--- src/rtl/uart_tx_frame_ctrl_if.sv ---
// Byte-in / PISO-out signal bundle for the UART transmit frame controller.
// master = byte source and PISO side, slave = the controller.
interface uart_tx_frame_ctrl_if #(
    parameter int DATA_W  = 8,
    parameter int FRAME_W = DATA_W + 3
);
    logic [DATA_W-1:0]  data_in;
    logic               data_valid;
    logic               data_ready;
    logic [FRAME_W-1:0] piso_frame;
    logic               piso_enb;
    logic               piso_load;
    logic               piso_shift;
    logic               piso_hold;
    logic               busy;
    logic               tx_done;

    modport master (
        output data_in, data_valid,
        input  data_ready, piso_frame, piso_enb, piso_load, piso_shift,
               piso_hold, busy, tx_done
    );

    modport slave (
        input  data_in, data_valid,
        output data_ready, piso_frame, piso_enb, piso_load, piso_shift,
               piso_hold, busy, tx_done
    );
endinterface

--- src/rtl/uart_tx_frame_ctrl.sv ---
// UART frame builder and baud-rate strobe generator for an MSB-first PISO; LOAD one cycle after accept,
// frame done 1 + FRAME_W*CLK_DIV cycles after LOAD; data_ready stays low from LOAD until back in IDLE.
module uart_tx_frame_ctrl #(
    parameter int CLK_DIV    = 5208,
    parameter int DATA_W     = 8,
    parameter int FRAME_W    = DATA_W + 3,
    parameter int PARITY_ODD = 0
) (
    input  logic                 clk,
    input  logic                 reset,
    uart_tx_frame_ctrl_if.slave  bus
);
    localparam int BAUD_W = $clog2(CLK_DIV);
    localparam int BIT_W  = $clog2(FRAME_W);

    typedef enum logic [1:0] {IDLE, LOAD, SHIFT, DONE} state_t;

    state_t             state_q, state_d;
    logic [BAUD_W-1:0]  baud_q, baud_d;
    logic [BIT_W-1:0]   bit_q, bit_d;
    logic [FRAME_W-1:0] frame_q, frame_d;
    logic [FRAME_W-1:0] frame_new;
    logic               baud_wrap;

    assign baud_wrap      = (baud_q == BAUD_W'(CLK_DIV - 1));
    assign bus.piso_frame = frame_q;

    // The PISO sends bit FRAME_W-1 first, so the payload is stored bit-reversed to go out LSB-first.
    always_comb begin
        frame_new = '0;
        for (int i = 0; i < DATA_W; i++) begin
            frame_new[FRAME_W-2-i] = bus.data_in[i];
        end
        frame_new[FRAME_W-1] = 1'b0;
        frame_new[1]         = (PARITY_ODD != 0) ? ~^bus.data_in : ^bus.data_in;
        frame_new[0]         = 1'b1;
    end

    always_ff @(posedge clk) begin
        if (reset) begin
            state_q <= IDLE;
            baud_q  <= '0;
            bit_q   <= '0;
            frame_q <= '0;
        end else begin
            state_q <= state_d;
            baud_q  <= baud_d;
            bit_q   <= bit_d;
            frame_q <= frame_d;
        end
    end

    always_comb begin
        state_d        = state_q;
        baud_d         = baud_q;
        bit_d          = bit_q;
        frame_d        = frame_q;
        bus.data_ready = 1'b0;
        bus.piso_enb   = 1'b0;
        bus.piso_load  = 1'b0;
        bus.piso_shift = 1'b0;
        bus.piso_hold  = 1'b1;
        bus.busy       = 1'b0;
        bus.tx_done    = 1'b0;

        case (state_q)
            IDLE: begin
                bus.data_ready = 1'b1;
                if (bus.data_valid) begin
                    frame_d = frame_new;
                    state_d = LOAD;
                end
            end
            LOAD: begin
                bus.piso_load = 1'b1;
                bus.piso_enb  = 1'b1;
                bus.busy      = 1'b1;
                baud_d        = '0;
                bit_d         = '0;
                state_d       = SHIFT;
            end
            SHIFT: begin
                bus.piso_hold = 1'b0;
                bus.busy      = 1'b1;
                if (baud_wrap) begin
                    baud_d = '0;
                    // The last bit period ends without a shift; the stop bit has already been presented.
                    if (bit_q == BIT_W'(FRAME_W - 1)) begin
                        state_d = DONE;
                    end else begin
                        bus.piso_shift = 1'b1;
                        bus.piso_enb   = 1'b1;
                        bit_d          = bit_q + 1'b1;
                    end
                end else begin
                    baud_d = baud_q + 1'b1;
                end
            end
            DONE: begin
                bus.tx_done = 1'b1;
                bus.busy    = 1'b1;
                state_d     = IDLE;
            end
            default: state_d = IDLE;
        endcase
    end
endmodule

--- src/flat_wrapper.sv ---
// flat-port wrapper written by rule: the top's interface ports become plain ports
module uart_tx_frame_ctrl_flat 
#(
    parameter int CLK_DIV    = 5208,
    parameter int DATA_W     = 8,
    parameter int FRAME_W    = DATA_W + 3,
    parameter int PARITY_ODD = 0
)
  (clk, reset, bus_data_in, bus_data_valid, bus_data_ready, bus_piso_frame, bus_piso_enb, bus_piso_load, bus_piso_shift, bus_piso_hold, bus_busy, bus_tx_done);
  uart_tx_frame_ctrl_if #(.DATA_W(DATA_W), .FRAME_W(FRAME_W)) bus_i ();
  input  logic clk;
  input  logic reset;
  input wire logic [$bits(bus_i.data_in)-1:0] bus_data_in;
  input wire logic [$bits(bus_i.data_valid)-1:0] bus_data_valid;
  output wire logic [$bits(bus_i.data_ready)-1:0] bus_data_ready;
  output wire logic [$bits(bus_i.piso_frame)-1:0] bus_piso_frame;
  output wire logic [$bits(bus_i.piso_enb)-1:0] bus_piso_enb;
  output wire logic [$bits(bus_i.piso_load)-1:0] bus_piso_load;
  output wire logic [$bits(bus_i.piso_shift)-1:0] bus_piso_shift;
  output wire logic [$bits(bus_i.piso_hold)-1:0] bus_piso_hold;
  output wire logic [$bits(bus_i.busy)-1:0] bus_busy;
  output wire logic [$bits(bus_i.tx_done)-1:0] bus_tx_done;
  assign bus_i.data_in = bus_data_in;
  assign bus_i.data_valid = bus_data_valid;
  assign bus_data_ready = bus_i.data_ready;
  assign bus_piso_frame = bus_i.piso_frame;
  assign bus_piso_enb = bus_i.piso_enb;
  assign bus_piso_load = bus_i.piso_load;
  assign bus_piso_shift = bus_i.piso_shift;
  assign bus_piso_hold = bus_i.piso_hold;
  assign bus_busy = bus_i.busy;
  assign bus_tx_done = bus_i.tx_done;
  uart_tx_frame_ctrl #(.CLK_DIV(CLK_DIV), .DATA_W(DATA_W), .FRAME_W(FRAME_W), .PARITY_ODD(PARITY_ODD)) u_core (.clk(clk), .reset(reset), .bus(bus_i));
endmodule
--- config.mk ---
export PLATFORM = sky130hd
export DESIGN_NAME = uart_tx_frame_ctrl_flat
export DESIGN_NICKNAME = d
export VERILOG_FILES = /design/src/rtl/uart_tx_frame_ctrl_if.sv /design/src/rtl/uart_tx_frame_ctrl.sv /design/src/flat_wrapper.sv
export SDC_FILE = /design/constraint.sdc
export NUM_CORES = 1
export LEC_CHECK = 0
export CAP_MARGIN = 20
export CELL_PAD_IN_SITES_DETAIL_PLACEMENT = 1
export CELL_PAD_IN_SITES_GLOBAL_PLACEMENT = 2
export CORE_MARGIN = 2
export CORE_UTILIZATION = 32
export DETAILED_ROUTE_END_ITERATION = 16
export GPL_TIMING_DRIVEN = 0
export PLACE_DENSITY = 0.83
export SLEW_MARGIN = 10
export SYNTH_ARGS = -nofsm -noshare
export SYNTH_HDL_FRONTEND = slang
export SYNTH_SLANG_ARGS = --single-unit
--- constraint.sdc ---
create_clock -name clk -period 4.7 [get_ports clk]
set_input_delay 1.41 -clock clk [delete_from_list [all_inputs] [get_ports clk]]
set_output_delay 1.41 -clock clk [all_outputs]
set_load 0.005 [all_outputs]
==> impl_metrics.env <==
export IMPL_gp_congestion=0.7117
export IMPL_n_antenna_cell=0
export IMPL_start_util=0.3319
export IMPL_r2r_end="u_core.baud_q[4]"
export IMPL_layout_min_cycle_time_ns=3.480
export IMPL_synth_compound_area_frac=0.1011
export IMPL_hold_path_depth=2
export IMPL_antenna_found_initial=0
export IMPL_clkSinkCount=29
export IMPL_crit_type="reg -> out"
export IMPL_cap_violations=0
export IMPL_finalCritPeriodShare=0.7403
export IMPL_post_place_cells=248
export IMPL_worstPathRequired_ns=3.29
export IMPL_grt_total_usage=0.1492
export IMPL_fp_dieH_um=70.97
export IMPL_synth_seq_cells=29
export IMPL_routed_via_count=1271
export IMPL_synth_edf_count=0
export IMPL_reg2reg_slack_ns=2.63
export IMPL_drtIter0Drc=67
export IMPL_crit_path_max_fanout=9
export IMPL_grt_start_max_net_pins=11
export IMPL_power_total_uw=776.2
export IMPL_overflow=0
export IMPL_fin_nets=222
export IMPL_vdd_drop_max_mv=0.1466
export IMPL_synthTopCellsByArea="dfxtp_1 (40%), xnor2_1 (8.5%), ha_1 (7.0%), nand2_1 (6.5%), nor2_1 (5.2%)"
export IMPL_synth_fa_ha_area_frac=0.06975
export IMPL_ys_flop_type="dfxtp_1"
export IMPL_area_growth_pct=29.38
export IMPL_yosysUniqueCellTypes=32
export IMPL_fmax_mhz=287.4
export IMPL_crit_start="u_core.baud_q[0]"
export IMPL_cts_resized=0
export IMPL_fin_cells=256
export IMPL_cp_endpoint="bus_piso_enb"
export IMPL_routed_wirelength_um=3496
export IMPL_ys_warnings_count=0
export IMPL_synth_top_area_cell="dfxtp_1"
export IMPL_synth_fp_nets=188
export IMPL_outcome="completed"
export IMPL_htree_levels=2
export IMPL_synth_mux_area_fraction=0.006975
export IMPL_finalClockSkew_ns=0.002085
export IMPL_synth_top_family_by_area="simple AND/OR/NAND/NOR gates"
export IMPL_p_leak_nw=0.6443
export IMPL_critPathArrivalTime_ns=2.07
export IMPL_avgViaCountPerCell=4.965
export IMPL_synth_area_um2=1435
export IMPL_cts_buffer_depth=2
export IMPL_ioPinCount=29
export IMPL_setup_viol=0
export IMPL_synth_xor_area_frac=0.1099
export IMPL_drcViolationCount=0
export IMPL_yosys_area_top_type_share=0.4045
export IMPL_hp_class="reg -> reg"
export IMPL_seq_area_frac_synth=0.4045
export IMPL_avgSynthCellArea_um2=8.492
export IMPL_seq_area_um2=580.6
export IMPL_grt_pass1_vias=1305
export IMPL_cts_root_buf="clkbuf_8"
export IMPL_yosys_top_cells_count="dfxtp_1 (29), nand2_1 (25), nor2_1 (20), xnor2_1 (14), a21oi_1 (12)"
export IMPL_r2r_start="u_core.state_q[1]"
export IMPL_reg2reg_depth=7
export IMPL_dr_pass1_iters=4
export IMPL_cts_tree="done"
export IMPL_powerDensity_nw_per_um2=418.0
export IMPL_fill_cells=526
export IMPL_clkTransAtPathRegs_ns=0.06
export IMPL_rsz0062_at_grt="false"
export IMPL_end_kind="output port"
export IMPL_synth_most_common_cell="dfxtp_1"
export IMPL_hpwl_um=2644
export IMPL_synthCells=169
export IMPL_fp_coreArea_um2=4324
export IMPL_cts_made_buffers=5
export IMPL_postCtsSetupBuffers=0
export IMPL_drive_above_1_share=0.07353
export IMPL_insertion_delay_ns=0.27
export IMPL_portBuffers=27
export IMPL_dieArea_um2=5037
export IMPL_startpoint_type="register"
export IMPL_synthArstFlopShare=0
export IMPL_yosys_area_share_simple=0.2659
export IMPL_slew_violations=0
export IMPL_tns_ns=0
export IMPL_hold_viol=0
export IMPL_holdBufCountCts=0
export IMPL_multi_input_area_um2=798.3
export IMPL_grt_pass1_wl_um=5892
export IMPL_wl_per_cell_um=13.66
export IMPL_postRouteAntennaNets=0
export IMPL_die_w_um=70.97
export IMPL_rows=24
[power breakdown]
group | internal (mW) | switching [mW] | total (mW)
clock network | 0.102 | 0.0946 | 0.196
registers | 0.271 | 0.0183 | 0.290
logic | 0.133 | 0.157 | 0.290
total | 0.506 | 0.270 | 0.776
[metrics by stage]
step	util	hold slack, ns	area [um^2]	setup slack, ns
floorplan	-	0.4527	1435	2.109
global placement	0.4094	0.4448	1770	1.553
detailed placement	0.4094	0.4548	1770	1.518
CTS	0.4294	0.4675	1857	1.196
global route	0.4294	0.4897	1857	1.100
finish	0.4294	0.4588	1857	1.220
[registers in the layout, summed over array words and instances (netlist names)]
name and flops:
u_core.state_q 2, u_core.bit_q 4, u_core.bus.piso_frame 10, u_core.baud_q 13
[how the worst min path moves through the flow]
stage / start / endpoint
after detailed placement: u_core.bus.piso_frame[7] / u_core.bus.piso_frame[7]
after floorplan: u_core.bus.piso_frame[2] / u_core.bus.piso_frame[2]
after CTS: u_core.bus.piso_frame[7] / u_core.bus.piso_frame[7]
after global placement: u_core.bus.piso_frame[9] / u_core.bus.piso_frame[9]
after global routing: u_core.bus.piso_frame[7] / u_core.bus.piso_frame[7]
final: u_core.bus.piso_frame[7] / u_core.bus.piso_frame[7]
[layout make-up]
cell class,count,area share
Clock buffer,5,0.03706
Buffer,6,0.01415
Multi-Input combinational cell,126,0.4299
Sequential cell,29,0.3127
Tap cell,52,0.03504
Timing Repair Buffer,27,0.1456
Inverter,8,0.01617
Clock inverter,3,0.009434
[layout by cell type (no fill, tap or decap), types with 4 or more instances in the layout]
cell	instances
xor2_1	4
clkbuf_1	5
a21oi_1	12
inv_1	8
dfxtp_1	29
ha_1	8
clkdlybuf4s50_1	27
nand2_1	25
clkbuf_8	5
xnor2_1	14
nand4_1	6
nor2_1	20
[per-layer routing]
| metal | share of wire | GRT usage |
|---|---|---|
| met1 | 0.47 | 0.1793 |
| met3 | 0.039 | 0.04701 |
| met4 | 0.011 | 0.06918 |
| met2 | 0.48 | 0.2430 |
| met5 | 0 | 0 |
[critical path, cell delays in order, from the launching register on]
cell and delay (ns):
dfxtp_1 0.39, ha_1 0.22, and4bb_2 0.28, nand3_4 0.12
nor2_1 0.15, o21a_1 0.13, clkdlybuf4s50_1 0.49
[cells by family after synthesis]
| group | Yosys count |
|---|---|
| AOI/OAI and AO/OA | 24 |
| adders and majority gates | 8 |
| buffers and inverters | 14 |
| DFF | 29 |
| and+or+nand+nor | 74 |
| other | 1 |
| xor gates and xnor gates | 18 |
| muxes | 1 |
Power figures use the tool's default switching activity.
